===== config.mk =====
export PLATFORM = sky130hd
export DESIGN_NAME = uart_tx_arbiter_flat
export DESIGN_NICKNAME = d
export VERILOG_FILES = /design/src/rtl/uart_tx_arbiter_if.sv /design/src/rtl/uart_tx_arbiter.sv /design/src/flat_wrapper.sv
export SDC_FILE = /design/constraint.sdc
export NUM_CORES = 1
export LEC_CHECK = 0
export ABC_AREA = 1
export ABC_CLOCK_PERIOD_IN_PS = 4300
export BUFFER_PORTS_ARGS = -buffer_cell sky130_fd_sc_hd__buf_4
export CAP_MARGIN = 10
export CELL_PAD_IN_SITES_DETAIL_PLACEMENT = 1
export CELL_PAD_IN_SITES_GLOBAL_PLACEMENT = 1
export CORE_ASPECT_RATIO = 1.1
export CORE_MARGIN = 4
export CORE_UTILIZATION = 34
export CTS_BUF_LIST = sky130_fd_sc_hd__clkbuf_8
export CTS_CLUSTER_DIAMETER = 60
export DETAILED_ROUTE_END_ITERATION = 8
export PLACE_DENSITY = 0.95
export SKIP_LAST_GASP = 1
export SLEW_MARGIN = 20
export SYNTH_ARGS = -nofsm -noshare
export SYNTH_HDL_FRONTEND = slang
export SYNTH_SLANG_ARGS = --single-unit
export TNS_END_PERCENT = 10

===== constraint.sdc =====
create_clock -name i_clk -period 4.3 [get_ports i_clk]
set_input_delay 0.86 -clock i_clk [delete_from_list [all_inputs] [get_ports i_clk]]
set_output_delay 0.86 -clock i_clk [all_outputs]
set_load 0.05 [all_outputs]

===== src/rtl/uart_tx_arbiter_if.sv =====
// Byte-stream bundle between N requesters, the arbiter and the uart_tx user handshake.
// The arbiter takes the slave modport; the requester/uart_tx side takes the master modport.
interface uart_tx_arbiter_if #(
   parameter int P_UART_DATAWIDTH = 8,
   parameter int P_REQ_NUM        = 4
);
   logic [P_REQ_NUM*P_UART_DATAWIDTH-1:0] i_req_data;
   logic [P_REQ_NUM-1:0]                  i_req_valid;
   logic [P_REQ_NUM-1:0]                  i_req_last;
   logic [P_REQ_NUM-1:0]                  o_req_ready;
   logic [P_UART_DATAWIDTH-1:0]           o_tx_data;
   logic                                  o_tx_valid;
   logic                                  i_tx_ready;
   logic [P_REQ_NUM-1:0]                  o_grant;
   logic                                  o_busy;

   modport slave (
      input  i_req_data, i_req_valid, i_req_last, i_tx_ready,
      output o_req_ready, o_tx_data, o_tx_valid, o_grant, o_busy
   );

   modport master (
      output i_req_data, i_req_valid, i_req_last, i_tx_ready,
      input  o_req_ready, o_tx_data, o_tx_valid, o_grant, o_busy
   );
endinterface


===== src/rtl/uart_tx_arbiter.sv =====
// Round-robin arbiter sharing one uart_tx byte port between P_REQ_NUM packet requesters.
// A grant is held for a whole packet or P_MAX_BURST bytes, whichever comes first.
//
//   state    | meaning
//   ---------+------------------------------------------------------------
//   ST_IDLE  | no grant; pick next valid requester after ptr_q (1 cycle)
//   ST_GRANT | granted requester passed straight through to uart_tx
module uart_tx_arbiter #(
   parameter int P_UART_DATAWIDTH = 8,
   parameter int P_REQ_NUM        = 4,
   parameter int P_MAX_BURST      = 16
) (
   input logic               i_clk,
   input logic               i_rst,
   uart_tx_arbiter_if.slave  bus
);
   localparam int W  = P_UART_DATAWIDTH;
   localparam int IW = (P_REQ_NUM > 1) ? $clog2(P_REQ_NUM) : 1;
   localparam int CW = (P_MAX_BURST > 1) ? $clog2(P_MAX_BURST + 1) : 1;
   localparam logic [CW-1:0] BURST_TC = CW'(P_MAX_BURST - 1);

   typedef enum logic {
      ST_IDLE  = 1'b0,
      ST_GRANT = 1'b1
   } state_t;

   state_t               state_q, state_d;
   logic [P_REQ_NUM-1:0] grant_q, grant_d;
   logic [IW-1:0]        gidx_q, gidx_d;
   logic [IW-1:0]        ptr_q, ptr_d;
   logic [CW-1:0]        cnt_q, cnt_d;

   logic [W-1:0]         req_bytes [P_REQ_NUM];
   logic                 sel_found;
   logic [IW-1:0]        sel_idx;
   logic [IW-1:0]        cand_idx;
   int                   cand;

   logic [W-1:0]         tx_data;
   logic                 tx_valid;
   logic [P_REQ_NUM-1:0] req_ready;
   logic                 xfer;

   always_comb begin
      for (int k = 0; k < P_REQ_NUM; k++) begin
         req_bytes[k] = bus.i_req_data[k*W +: W];
      end
   end

   // search upward from the last grant so the just-released requester is last in line
   always_comb begin
      sel_found = 1'b0;
      sel_idx   = '0;
      cand      = 0;
      cand_idx  = '0;
      for (int i = 1; i <= P_REQ_NUM; i++) begin
         cand     = (int'(ptr_q) + i) % P_REQ_NUM;
         cand_idx = IW'(cand);
         if (!sel_found && bus.i_req_valid[cand_idx]) begin
            sel_found = 1'b1;
            sel_idx   = cand_idx;
         end
      end
   end

   always_comb begin
      state_d   = state_q;
      grant_d   = grant_q;
      gidx_d    = gidx_q;
      ptr_d     = ptr_q;
      cnt_d     = cnt_q;
      tx_data   = '0;
      tx_valid  = 1'b0;
      req_ready = '0;
      xfer      = 1'b0;

      case (state_q)
         ST_IDLE: begin
            if (sel_found) begin
               state_d          = ST_GRANT;
               gidx_d           = sel_idx;
               grant_d          = '0;
               grant_d[sel_idx] = 1'b1;
            end
         end

         ST_GRANT: begin
            tx_data           = req_bytes[gidx_q];
            tx_valid          = bus.i_req_valid[gidx_q];
            req_ready[gidx_q] = bus.i_tx_ready;
            xfer              = tx_valid && bus.i_tx_ready;
            if (xfer) begin
               if (bus.i_req_last[gidx_q] || (cnt_q == BURST_TC)) begin
                  state_d = ST_IDLE;
                  grant_d = '0;
                  ptr_d   = gidx_q;
                  cnt_d   = '0;
               end else begin
                  cnt_d = cnt_q + CW'(1);
               end
            end
         end

         default: begin
            state_d = ST_IDLE;
            grant_d = '0;
            cnt_d   = '0;
         end
      endcase
   end

   always_ff @(posedge i_clk or negedge i_rst) begin
      if (!i_rst) begin
         state_q <= ST_IDLE;
         grant_q <= '0;
         gidx_q  <= '0;
         ptr_q   <= IW'(P_REQ_NUM - 1);
         cnt_q   <= '0;
      end else begin
         state_q <= state_d;
         grant_q <= grant_d;
         gidx_q  <= gidx_d;
         ptr_q   <= ptr_d;
         cnt_q   <= cnt_d;
      end
   end

   assign bus.o_tx_data   = tx_data;
   assign bus.o_tx_valid  = tx_valid;
   assign bus.o_req_ready = req_ready;
   assign bus.o_grant     = grant_q;
   assign bus.o_busy      = (state_q == ST_GRANT);

endmodule


===== src/flat_wrapper.sv =====
// flat-port wrapper written by rule: the top's interface ports become plain ports
module uart_tx_arbiter_flat 
#(
   parameter int P_UART_DATAWIDTH = 8,
   parameter int P_REQ_NUM        = 4,
   parameter int P_MAX_BURST      = 16
)
  (i_clk, i_rst, bus_i_req_data, bus_i_req_valid, bus_i_req_last, bus_i_tx_ready, bus_o_req_ready, bus_o_tx_data, bus_o_tx_valid, bus_o_grant, bus_o_busy);
  uart_tx_arbiter_if #(.P_UART_DATAWIDTH(P_UART_DATAWIDTH), .P_REQ_NUM(P_REQ_NUM)) bus_i ();
  input logic i_clk;
  input logic i_rst;
  input wire logic [$bits(bus_i.i_req_data)-1:0] bus_i_req_data;
  input wire logic [$bits(bus_i.i_req_valid)-1:0] bus_i_req_valid;
  input wire logic [$bits(bus_i.i_req_last)-1:0] bus_i_req_last;
  input wire logic [$bits(bus_i.i_tx_ready)-1:0] bus_i_tx_ready;
  output wire logic [$bits(bus_i.o_req_ready)-1:0] bus_o_req_ready;
  output wire logic [$bits(bus_i.o_tx_data)-1:0] bus_o_tx_data;
  output wire logic [$bits(bus_i.o_tx_valid)-1:0] bus_o_tx_valid;
  output wire logic [$bits(bus_i.o_grant)-1:0] bus_o_grant;
  output wire logic [$bits(bus_i.o_busy)-1:0] bus_o_busy;
  assign bus_i.i_req_data = bus_i_req_data;
  assign bus_i.i_req_valid = bus_i_req_valid;
  assign bus_i.i_req_last = bus_i_req_last;
  assign bus_i.i_tx_ready = bus_i_tx_ready;
  assign bus_o_req_ready = bus_i.o_req_ready;
  assign bus_o_tx_data = bus_i.o_tx_data;
  assign bus_o_tx_valid = bus_i.o_tx_valid;
  assign bus_o_grant = bus_i.o_grant;
  assign bus_o_busy = bus_i.o_busy;
  uart_tx_arbiter #(.P_UART_DATAWIDTH(P_UART_DATAWIDTH), .P_REQ_NUM(P_REQ_NUM), .P_MAX_BURST(P_MAX_BURST)) u_core (.i_clk(i_clk), .i_rst(i_rst), .bus(bus_i));
endmodule

==> Word-level counts from Yosys, hierarchy flattened <==
Cells that the tools add are included.
{ "word_totals": {"word_cells": 79, "out_inout_bits": 18, "reg_bits": 14, "in_bits": 43} }
{ "op_classes": {"add_sub_neg": 5, "n_eq_ne": 4, "bitwise": 3, "order_cmp": 9, "mux": 39, "reduce_logical": 14} }
{ "op_table": {"columns": ["cell", "count"], "rows": [
  ["two-way mux 8 bit", 3],
  ["less-than comparator 2 x 3 -> 1 bit (second input constant)", 6],
  ["binary-select mux 8 bit (select 2 bit)", 1],
  ["two-way mux 1 bit", 16],
  ["two-way mux 4 bit", 4],
  ["binary-select mux 1 bit (select 2 bit)", 6],
  ["two-way mux 2 bit", 4],
  ["one-hot mux 4 bit (2 select lines)", 1],
  ["logical AND 1 bit", 6],
  ["AND reduction 3 bit", 2],
  ["adder 5 x 1 -> 5 bit (second input constant)", 1],
  ["== test 5 x 4 -> 1 bit (second input constant)", 1],
  ["two-way mux 5 bit", 1],
  ["adder 2 x 1 -> 2 bit (second input constant)", 2],
  ["adder 2 bit (second input constant)", 2],
  ["AND 4 bit", 1],
  ["demux 1 bit (select 2 bit)", 2],
  [">= comparator 2 x 1 -> 1 bit (second input constant)", 2],
  ["inequality test 2 bit (second input constant)", 2],
  ["AND reduction 2 bit", 2],
  [">= comparator 3 bit (second input constant)", 1],
  ["logical NOT 1 bit", 3],
  ["NOT 2 -> 3 bit", 1],
  ["inequality test 2 x 1 -> 1 bit (second input constant)", 1],
  ["3 further kinds", 3]
]} }

==> Depth between registers and ports, before layout <==
Gate-level depths: netlist (run 1).
{ "logic_depth": {"ltp_word": 19, "mapped_depth": 11, "depth_no_buf": 11} }

==> Worst setup path before layout (run 1) <==
No wires, ideal clock.
{ "synth_path": {"path_type": "input port to output port", "from": "in bus_i_tx_ready", "to": "out bus_o_req_ready[3]", "arrival_ps": 2137, "setup_slack_ps": 1303, "required_ps": 3440, "n_path_buf": 0, "stages": 2, "path_cell_list": "nand2_1 nor3_1"} }
{ "synth_via": {"elab_chain_len": 2} }
{ "synth_lines": {"columns": ["item", "line_no", "source"], "rows": [
  ["start: declaration", "flat_wrapper.sv:15", "input wire logic [$bits(bus_i.i_tx_ready)-1:0] bus_i_tx_ready;"],
  ["AND 4 bit (no line)", null, null],
  ["two-way mux 4 bit", "uart_tx_arbiter.sv:77", "case (state_q)"],
  ["end: declaration", "flat_wrapper.sv:16", "output wire logic [$bits(bus_i.o_req_ready)-1:0] bus_o_req_ready;"]
]} }
No other way between the ends.

==> Worst setup path in the final report (run 1) <==
{ "layout_path": {"from": "reg u_core.gidx_q[1]", "to": "out bus_o_tx_data[7]"} }
{ "layout_via": {"elab_chain_len": 5} }
{ "layout_lines": {"columns": ["item", "line_no", "source"], "rows": [
  ["start: declaration", "uart_tx_arbiter.sv:29", "logic [IW-1:0] gidx_q, gidx_d;"],
  ["start signal: assignment", "uart_tx_arbiter.sv:122", "gidx_q <= gidx_d;"],
  ["NOT 2 -> 3 bit (not written as such)", "uart_tx_arbiter.sv:88", "tx_data = req_bytes[gidx_q];"],
  ["binary-select mux 8 bit (select 2 bit)", "uart_tx_arbiter.sv:88", null],
  ["two-way mux 8 bit (not written as such) (2 in series)", "uart_tx_arbiter.sv:88", null],
  ["two-way mux 8 bit", "uart_tx_arbiter.sv:77", null],
  ["end: declaration", "flat_wrapper.sv:17", "output wire logic [$bits(bus_i.o_tx_data)-1:0] bus_o_tx_data;"]
]} }
No other way between the ends. The select of a mux whose other input is x is not followed.

==> load_flow_metrics.sql, run 1 <==
INSERT INTO impl_metrics (metric_group, metric, value, unit) VALUES
('outcome', 'status', 'complete, no violations', ''),
('clock_network', 'clkTransAtPathRegs', '0.06', 'ns'),
('synthesis', 'synth_common_cells', '48 x nand2_1, 33 x nand3_1, 13 x inv_1', ''),
('clock_network', 'cts_hold_buffers', '0', ''),
('detailed_routing', 'vias', '1474', ''),
('finish', 'diodes', '0', ''),
('die', 'fp.dieArea', '4586', 'sq um'),
('worst_setup_path', 'worst_r2r_path_depth', '8', ''),
('detailed_routing', 'detail_route.vias_per_cell', '5.136', ''),
('die', 'boundaryPins', '61', ''),
('synthesis', 'yosysTopAreaCellShare', '24.77', '%'),
('synthesis', 'synthTopCellsByArea', 'dfrtp_1 25%, nand2_1 15%, nand3_1 14%', ''),
('worst_setup_path', 'crit_family', 'flip-flops', ''),
('synthesis', 'yosys.cell_types.count', '27', ''),
('sta', 'finalMaxSlewViolations', '0', ''),
('finish', 'finalInstanceArea', '1737', 'sq um'),
('clock_network', 'worst_skew_pair.late_latency', '0.25', 'ns'),
('place', 'placedInstanceArea', '1682', 'sq um'),
('detailed_routing', 'drt_drc_violations_left', '0', ''),
('synthesis', 'synth_top_flop_cell', 'dfrtp_1', ''),
('sta', 'setup_viol_count_final', '0', ''),
('worst_setup_path', 'path_buf_inv', '3', ''),
('finish', 'area_growth_from_synthesis_to_final_layout', '43.24', '%'),
('die', 'floorplan.core_area', '3386', 'sq um'),
('sta', 'worstMarginPinSlew', '0.6260', 'ns'),
('synthesis', 'synth_area_per_cell', '6.698', 'sq um'),
('worst_setup_path', 'crit_path_max_incr_delay', '0.74', 'ns'),
('clock_network', 'tritoncts', 'built', ''),
('finish', 'drive_above_1_share', '34.73', '%'),
('synthesis', 'syn_area', '1212', 'sq um'),
('worst_hold_path', 'hold_path_class', 'primary input to async pin', ''),
('worst_setup_path', 'critical_path.startpoint_type', 'register', ''),
('worst_setup_path', 'flop_to_flop_setup_slack', '2.32', 'ns'),
('clock_network', 'clockRootBuffer', 'clkbuf_8', ''),
('detailed_routing', 'detail_route.iter0.violations', '55', ''),
('grt', 'first_global_vias', '1557', ''),
('worst_setup_path', 'worst_r2r_endpoint', 'u_core.ptr_q[1]', ''),
('synthesis', 'synth_enable_flop_cells', '0', ''),
('die', 'die_w', '64.94', 'um'),
('sta', 'hold-worst-slack', '0.4505', 'ns'),
('sta', 'worst_slew_margin_rel', '58.26', '%'),
('synthesis', 'synth_area_leader_cell', 'dfrtp_1', ''),
('worst_setup_path', 'r2r-start', 'u_core.gidx_q[1]', ''),
('clock_network', 'numCtsBuffers', '3', ''),
('place', 'dpl.hpwl', '3.559', 'mm'),
('finish', 'combined_area_of_the_multi_input_logic_cells', '747.0', 'sq um'),
('flow_run', 'drv.max_cap_violation_count', '0', ''),
('worst_setup_path', 'timing.critical_path.cells', 'inv_2 > nand2_2 > inv_1 > a22oi_1 > a31oi_1 > buf_4', ''),
('synthesis', 'total_of_flip_flops_plus_latches_after_synthesis', '14', ''),
('clock_network', 'cts_buffer_depth', '2', ''),
('sta', 'rsz0062_at_grt', 'false', ''),
('grt', 'grt_first_pass_wirelength', '7.479', 'mm'),
('pwr', 'ir_drop', '0.2612', 'mV'),
('grt', 'antenna_found_initial', '0', ''),
('detailed_routing', 'number_of_routed_nets_with_antenna_violations', '0', ''),
('sta', 'period_minus_slack', '2.932', 'ns'),
('sta', 'timing.final.crit_share', '68.18', '%'),
('synthesis', 'synthArstFlopShare', '100.0', '%'),
('die', 'rows', '22', ''),
('detailed_routing', 'routed_wire_length_per_instance', '15.73', 'um'),
('sta', 'setup_tns', '0', 'ns'),
('finish', 'net_count_final', '285', ''),
('grt', 'grt-ovfl-total', '0', ''),
('worst_setup_path', 'arrival', '2.07', 'ns'),
('clock_network', 'cts_resized', '0', ''),
('pwr', 'power_density', '831.6', 'nW/um^2'),
('synthesis', 'postSynthNetCount', '226', ''),
('worst_setup_path', 'cpMaxStageDelayCell', 'dfrtp_1', ''),
('synthesis', 'yosysWarningCount', '0', ''),
('finish', 'final.fill_count', '456', ''),
('sta', 'max_clock_freq', '341.1', 'MHz');
==> sequential cells by signal, indices dropped and copies added (netlist names) <==
| name | flops |
|---|---|
| u_core.gidx_q | 2 |
| u_core.cnt_q | 5 |
| u_core.ptr_q | 2 |
| u_core.bus.o_busy | 1 |
| u_core.bus.o_grant | 4 |
==> worst max-delay path by stage <==
stage | cells after the start | endpoint | start | slack, ns
detailed placement | 6 | bus_o_tx_data[7] | u_core.gidx_q[1] | 1.70
finish | 6 | bus_o_tx_data[7] | u_core.gidx_q[1] | 1.37
global route | 6 | bus_o_tx_data[7] | u_core.gidx_q[1] | 1.22
floorplan | 2 | bus_o_req_ready[3] | bus_i_tx_ready | 1.30
CTS | 6 | bus_o_tx_data[7] | u_core.gidx_q[1] | 1.39
global placement | 6 | bus_o_tx_valid | u_core.gidx_q[0] | 1.76
==> stage by stage <==
step           utilization [%]  cells  setup slack [ns]  power [mW]
2_1_floorplan                -    181             1.303       1.028
3_3_place_gp             49.67    283             1.757       1.270
3_5_place_dp             49.67    283             1.698       1.302
4_1_cts                  51.29    287             1.394       1.449
5_1_grt                  51.29    287             1.224       1.551
6_report                 51.29    287             1.368       1.444
==> power breakdown <==
group | internal (mW) | switching, mW | total (mW)
sequential | 0.191 | 0.0897 | 0.281
clock | 0.0811 | 0.0494 | 0.131
combinational | 0.305 | 0.728 | 1.03
total | 0.577 | 0.867 | 1.44
==> metal layers <==
metal  track usage (%)  share of wire, %  routed length, um  vias to the layer above
met2             36.93                55               2479                       22
met3             2.540               2.4                109                        4
met4             6.103               1.0                 46                        0
met5                 0                 0                  0                        -
met1             25.20                42               1879                      714
li1                  -                 -                  -                      734
==> logic make-up after synthesis <==
logic type / share of synthesized area, %
AO/OA/AOI/OAI: 17.54
XOR/XNOR: 0.7225
adder cells (fa/ha/maj): 2.064
buffers and inverters: 9.288
flip-flops: 29.10
AND/OR/NAND/NOR: 41.28
==> final cells by class <==
type | instances | area share (%)
Tap cell | 48 | 3.458
Timing Repair Buffer | 60 | 25.94
Clock buffer | 4 | 3.170
Sequential cell | 14 | 20.32
Multi-Input combinational cell | 142 | 43.01
Inverter | 19 | 4.107
==> worst register-to-register path, stage by stage, from the launching register on <==
cell and delay, ns:
dfrtp_1 0.74, inv_2 0.19, nand2_2 0.17, o22ai_1 0.12, nor2_2 0.29, nor2_8 0.09, nand2_4 0.13, nand2_1 0.08
o21ai_1 0.09
==> layout by cell type, fill, tap and decap left out <==
cell | Yosys | routed
dfstp_2 | 2 | 2
nor3_1 | 1 | 1
inv_1 | 13 | 13
a22oi_1 | 9 | 9
buf_4 | 1 | 60
ha_1 | 2 | 2
nor3_4 | 1 | 1
nor2_4 | 1 | 1
nand3_1 | 33 | 33
o21ai_1 | 5 | 5
nor2_8 | 1 | 1
a31oi_1 | 8 | 8
dfrtp_1 | 12 | 12
nor2_2 | 1 | 1
a21oi_2 | 2 | 2
nor2_1 | 11 | 11
nand2_4 | 1 | 1
o21ai_0 | 5 | 5
inv_2 | 6 | 6
o22ai_1 | 2 | 2
nand2_1 | 48 | 48
nand2_2 | 4 | 4
clkbuf_8 | 0 | 4
nand4_1 | 3 | 3
xor2_1 | 1 | 1
a21oi_1 | 3 | 3
Power figures use the tool's default switching activity.
==> run 2: changes to the inputs <==
ABC_CLOCK_PERIOD_IN_PS = 2800   (was 4300)
CORE_UTILIZATION = 31   (was 34)
PLACE_DENSITY = 0.89   (was 0.95)
clock period = 2.8 ns   (was 4.3 ns; I/O delays follow)
==> run 2 against run 1 <==
Cell count grew 1.4%. Non-clock buffer count increased by 2. Setup slack worse by 0.99 ns. Die area rose by 8.5%. Critical path depth is the same. Design area grew 1.0%. First-iteration DRC count is 13% lower. Via count shrank 1.4%. Utilization fell by 4.0 points. Total power rose by 53%. Combinational power increased by 55%.
==> load_flow_metrics.sql, run 2 (synthesized netlist as in run 1, its figures left out) <==
INSERT INTO impl_metrics (metric_group, metric, value, unit) VALUES
('pwr', 'ir_drop', '0.4022', 'mV'),
('detailed_routing', 'totalWireLength', '4.364', 'mm'),
('worst_setup_path', 'setup.worst_path.end_class', 'output port', ''),
('sta', 'hold-worst-slack', '0.1509', 'ns'),
('sta', 'timing.final.hold_violations', '0', ''),
('worst_setup_path', 'arrival', '1.86', 'ns'),
('sta', 'postLayoutSetupSlackWorst', '0.3765', 'ns'),
('pwr', 'leakagePower', '0.8994', 'nW'),
('place', 'dpl_cells', '287', ''),
('sta', 'timing.final.crit_share', '86.55', '%'),
('place', 'dpl.hpwl', '3.588', 'mm'),
('grt', 'antenna_found_initial', '0', ''),
('sta', 'finalMaxSlewViolations', '0', ''),
('finish', 'drive_above_1_share', '35.27', '%'),
('finish', 'area_growth_from_synthesis_to_final_layout', '44.69', '%'),
('finish', 'net_count_final', '287', ''),
('sta', 'worst_slew_margin_rel', '66.76', '%'),
('sta', 'setup_viol_count_final', '0', ''),
('detailed_routing', 'vias', '1454', ''),
('clock_network', 'cts_post_setup_buffers_inserted', '0', ''),
('outcome', 'status', 'complete, no violations', ''),
('grt', 'grt-ovfl-total', '0', ''),
('finish', 'most_used_cells_in_the_layout_excluding_fill_and_tap_cells', '62 x buf_4, 48 x nand2_1, 33 x nand3_1', ''),
('flow_run', 'drv.max_cap_violation_count', '0', ''),
('worst_setup_path', 'worstSetupStartpoint', 'u_core.gidx_q[1]', ''),
('clock_network', 'cts_buffer_depth', '2', ''),
('place', 'buffer_ports.inserted', '60', ''),
('place', 'dp_worst_setup_slack', '0.6612', 'ns'),
('clock_network', 'cts_resized', '0', ''),
('sta', 'rsz0062_at_grt', 'false', ''),
('clock_network', 'numCtsBuffers', '3', ''),
('worst_setup_path', 'r2r-start', 'u_core.ptr_q[0]', ''),
('sta', 'max_clock_freq', '412.6', 'MHz'),
('grt', 'global_route.usage.total', '18.50', '%'),
('die', 'die_y', '73.59', 'um'),
('clock_network', 'worst_skew_pair.late_latency', '0.25', 'ns'),
('detailed_routing', 'drt_first_pass_iters', '4', ''),
('worst_setup_path', 'worst_r2r_path_depth', '9', ''),
('die', 'fp.dieArea', '4977', 'sq um'),
('die', 'die_w', '67.63', 'um'),
('clock_network', 'tritoncts', 'built', ''),
('detailed_routing', 'number_of_routed_nets_with_antenna_violations', '0', ''),
('finish', 'largest_register_ff_count', '5', ''),
('worst_hold_path', 'hold_path_class', 'primary input to async pin', ''),
('die', 'floorplan.core_area', '3712', 'sq um'),
('detailed_routing', 'routed_wire_length_per_instance', '15.00', 'um'),
('clock_network', 'clockRootBuffer', 'clkbuf_8', ''),
('die', 'floorplan.initialDensity', '32.66', '%'),
('clock_network', 'cts_hold_buffers', '0', ''),
('worst_setup_path', 'critPathKind', 'register to output port', ''),
('finish', 'max_flop_register', 'u_core.cnt_q', ''),
('clock_network', 'clock_tree.htree_level_count', '1', ''),
('sta', 'setup_tns', '0', 'ns'),
('detailed_routing', 'drt_drc_violations_left', '0', ''),
('sta', 'worstMarginPinSlew', '0.4986', 'ns'),
('finish', 'final.fill_count', '495', ''),
('finish', 'layout_commonest_cell', 'buf_4', ''),
('grt', 'largest_net_degree_at_the_start_of_global_routing', '15', ''),
('finish', 'final_cell_count_no_fill', '291', ''),
('place', 'final_gp_congestion', '0.7729', ''),
('worst_setup_path', 'worst-path-max-fanout', '10', ''),
('die', 'boundaryPins', '61', ''),
('finish', 'finalCoreUtilization', '47.25', '%'),
('sta', 'clock-skew-final', '0.003700', 'ns'),
('grt', 'grt_first_pass_wirelength', '7.141', 'mm'),
('grt', 'first_global_vias', '1531', ''),
('clock_network', 'clkTransAtPathRegs', '0.06', 'ns'),
('worst_setup_path', 'critical_path.startpoint_type', 'register', ''),
('detailed_routing', 'detail_route.iter0.violations', '48', ''),
('clock_network', 'sink_count_of_the_clock_tree', '14', ''),
('worst_setup_path', 'cp.required', '2.24', 'ns'),
('pwr', 'power_density', '1264', 'nW/um^2'),
('sta', 'period_minus_slack', '2.423', 'ns'),
('die', 'rows', '23', ''),
('finish', 'diodes', '0', ''),
('detailed_routing', 'detail_route.vias_per_cell', '4.997', '');
==> run 2: cell count changes in the layout (fill, tap and decap cells not counted), sizes merged <==
cell,before,now
buf,60,62
==> run 2: report_power, final <==
group / total [mW] / switching (mW) / internal (mW) / leakage [nW]
registers: 0.418 / 0.125 / 0.293 / 0.174
clock network: 0.201 / 0.0760 / 0.125 / 0.0288
logic: 1.60 / 1.11 / 0.485 / 0.697
==> run 2: layer usage <==
layer	vias up	track usage, %	routed length, um
met5	-	0	0
met4	0	5.631	89
met3	12	3.211	143
met2	29	32.86	2357
met1	673	22.28	1773
li1	740	-	-
==> run 2: worst max-delay path, cell delays in order (launching register included) <==
cell and delay, ns:
dfrtp_1 0.52, inv_2 0.20, nand2_2 0.10, inv_1 0.26
a22oi_1 0.12, a31oi_1 0.18, buf_4 0.23
==> run 2: cell type report <==
type / count / area [sq um] / area share (%)
clock buffer: 4 / 55.05 / 3.138
inverter: 19 / 71.32 / 4.066
multi-input combinational: 142 / 747.0 / 42.58
sequential: 14 / 352.8 / 20.11
tap: 50 / 62.56 / 3.566
timing repair buffer: 62 / 465.4 / 26.53
==> run 2: path summary, 6_finish.rpt <==
path / endpoint / slack (ns)
worst max-delay path: bus_o_tx_data[3] / 0.38
worst min-delay path: u_core.bus.o_busy / 0.15
worst max register to register: u_core.gidx_q[0] / 0.92
worst min register to register: u_core.bus.o_grant[3] / 0.51
max in group asynchronous: u_core.ptr_q[1] / 2.41
min in group i_clk: u_core.bus.o_grant[3] / 0.51
==> run 2: through the flow <==
| step | power (mW) | cell area (sq um) |
|---|---|---|
| final | 2.216 | 1754 |
| after global routing | 2.393 | 1754 |
| after CTS | 2.236 | 1754 |
| after detailed placement | 2.026 | 1699 |
| after global placement | 1.974 | 1699 |
| after floorplan | 1.579 | 1212 |
==> run 3: changes to the inputs <==
CORE_UTILIZATION = 30   (was 31)
PLACE_DENSITY = 0.87   (was 0.89)
==> run 3 against run 2 <==
Register-to-register slack barely moved. Utilization shrank 0.72 points. Cell count unchanged. Non-clock buffer count is the same. Design area unchanged. Clock skew fell by 0.00097 ns. Clock-buffer cell count unchanged. Critical path depth unchanged. Critical path type unchanged. Critical endpoint is now bus_o_tx_valid.
==> load_flow_metrics.sql, run 3 (synthesized netlist as in run 1, its figures left out) <==
INSERT INTO impl_metrics (metric_group, metric, value, unit) VALUES
('pwr', 'power_density', '1265', 'nW/um^2'),
('detailed_routing', 'number_of_routed_nets_with_antenna_violations', '0', ''),
('finish', 'max_flop_register', 'u_core.cnt_q', ''),
('worst_setup_path', 'setup.worst_path.end_class', 'output port', ''),
('worst_setup_path', 'worst_r2r_path_depth', '9', ''),
('pwr', 'leakagePower', '0.8994', 'nW'),
('worst_setup_path', 'arrival', '1.86', 'ns'),
('pwr', 'ir_drop', '0.3227', 'mV'),
('worst_setup_path', 'cp.required', '2.24', 'ns'),
('place', 'dpl.hpwl', '3.434', 'mm'),
('clock_network', 'clkTransAtPathRegs', '0.06', 'ns'),
('outcome', 'status', 'complete, no violations', ''),
('pwr', 'total_power', '2.220', 'mW'),
('detailed_routing', 'routed_wire_length_per_instance', '15.11', 'um'),
('sta', 'hold-worst-slack', '0.1474', 'ns'),
('die', 'floorplan.core_area', '3770', 'sq um'),
('finish', 'finalCoreUtilization', '46.53', '%'),
('detailed_routing', 'drt_drc_violations_left', '0', ''),
('worst_setup_path', 'worst-path-max-fanout', '13', ''),
('sta', 'setup_tns', '0', 'ns'),
('clock_network', 'numCtsBuffers', '3', ''),
('sta', 'timing.final.hold_violations', '0', ''),
('grt', 'grt_first_pass_wirelength', '6.975', 'mm'),
('worst_setup_path', 'critical_path.startpoint_type', 'register', ''),
('sta', 'max_clock_freq', '412.5', 'MHz'),
('sta', 'postLayoutSetupSlackWorst', '0.3760', 'ns'),
('worst_setup_path', 'critPathKind', 'register to output port', ''),
('grt', 'global_route.usage.total', '17.82', '%'),
('sta', 'worstMarginPinSlew', '0.5103', 'ns'),
('finish', 'largest_register_ff_count', '5', ''),
('finish', 'net_count_final', '287', ''),
('clock_network', 'cts_buffer_depth', '2', ''),
('clock_network', 'cts_hold_buffers', '0', ''),
('detailed_routing', 'vias', '1472', ''),
('detailed_routing', 'detail_route.iter0.violations', '88', ''),
('clock_network', 'clockRootBuffer', 'clkbuf_8', ''),
('place', 'final_gp_congestion', '0.7756', ''),
('detailed_routing', 'totalWireLength', '4.398', 'mm'),
('clock_network', 'tritoncts', 'built', ''),
('clock_network', 'worst_skew_pair.late_latency', '0.25', 'ns'),
('die', 'die_y', '74.68', 'um'),
('clock_network', 'sink_count_of_the_clock_tree', '14', ''),
('grt', 'antenna_found_initial', '0', ''),
('place', 'dp_worst_setup_slack', '0.7141', 'ns'),
('flow_run', 'drv.max_cap_violation_count', '0', ''),
('finish', 'drive_above_1_share', '35.27', '%'),
('sta', 'setup_viol_count_final', '0', ''),
('sta', 'rsz0062_at_grt', 'false', ''),
('finish', 'layout_commonest_cell', 'buf_4', ''),
('detailed_routing', 'drt_first_pass_iters', '4', ''),
('finish', 'diodes', '0', ''),
('finish', 'area_growth_from_synthesis_to_final_layout', '44.69', '%'),
('die', 'fp.dieArea', '5124', 'sq um'),
('clock_network', 'clock_tree.htree_level_count', '1', ''),
('sta', 'clock-skew-final', '0.002726', 'ns'),
('detailed_routing', 'detail_route.vias_per_cell', '5.058', ''),
('worst_hold_path', 'hold_path_class', 'primary input to async pin', ''),
('die', 'die_w', '68.62', 'um'),
('sta', 'worst_slew_margin_rel', '65.98', '%'),
('grt', 'largest_net_degree_at_the_start_of_global_routing', '15', ''),
('clock_network', 'cts_post_setup_buffers_inserted', '0', ''),
('sta', 'finalMaxSlewViolations', '0', ''),
('grt', 'grt-ovfl-total', '0', ''),
('die', 'floorplan.initialDensity', '32.16', '%'),
('die', 'rows', '23', ''),
('grt', 'first_global_vias', '1521', ''),
('place', 'buffer_ports.inserted', '60', ''),
('clock_network', 'cts_resized', '0', ''),
('finish', 'most_used_cells_in_the_layout_excluding_fill_and_tap_cells', '62 x buf_4, 48 x nand2_1, 33 x nand3_1', ''),
('die', 'boundaryPins', '61', ''),
('sta', 'timing.final.crit_share', '86.57', '%'),
('sta', 'period_minus_slack', '2.424', 'ns');
run 3: cell counts in the layout (fill, tap and decap cells not counted):
No cell type changed its count.
run 3: routing by layer:
| layer | routed length (um) | part of all wire (%) | vias to the layer above | track usage (%) |
|---|---|---|---|---|
| met4 | 131 | 3.0 | 0 | 7.506 |
| met5 | 0 | 0 | - | 0 |
| li1 | - | - | 735 | - |
| met1 | 1782 | 41 | 694 | 22.55 |
| met3 | 145 | 3.3 | 13 | 1.642 |
| met2 | 2339 | 53 | 30 | 30.65 |
run 3: final cells by class:
cell class	instances	area (sq um)
Inverter	19	71.32
Sequential cell	14	352.8
Fill cell	506	2016
Clock buffer	4	55.05
Multi-Input combinational cell	142	747.0
Timing Repair Buffer	62	465.4
Tap cell	50	62.56
run 3: per-stage QoR:
step                      std cells  instance area (sq um)
after floorplan                 181                   1212
after global placement          287                   1699
after detailed placement        287                   1699
after CTS                       291                   1754
after global routing            291                   1754
final                           291                   1754
run 3: where the power goes:
| part | total (mW) | internal (mW) | switching, mW |
|---|---|---|---|
| Clock | 0.205 | 0.125 | 0.0806 |
| Combinational | 1.60 | 0.485 | 1.11 |
| Sequential | 0.417 | 0.293 | 0.124 |
| Total | 2.22 | 0.903 | 1.32 |
run 3: path summary, 6_finish.rpt:
path / start / to / slack, ns
min in group i_clk: u_core.cnt_q[0] / u_core.cnt_q[0] / 0.51
max in group asynchronous: i_rst / u_core.ptr_q[0] / 2.41
max reg2reg: u_core.gidx_q[0] / u_core.ptr_q[1] / 0.93
max: u_core.gidx_q[0] / bus_o_tx_valid / 0.38
min reg2reg: u_core.cnt_q[0] / u_core.cnt_q[0] / 0.51
min: i_rst / u_core.cnt_q[4] / 0.15
run 3: worst max-delay path, stage by stage, from the launching register on:
cell and delay, ns:
dfrtp_1 0.57, nor2_4 0.31, inv_2 0.09, o22ai_1 0.19, nor2_2 0.12, nor2_1 0.12, buf_4 0.21
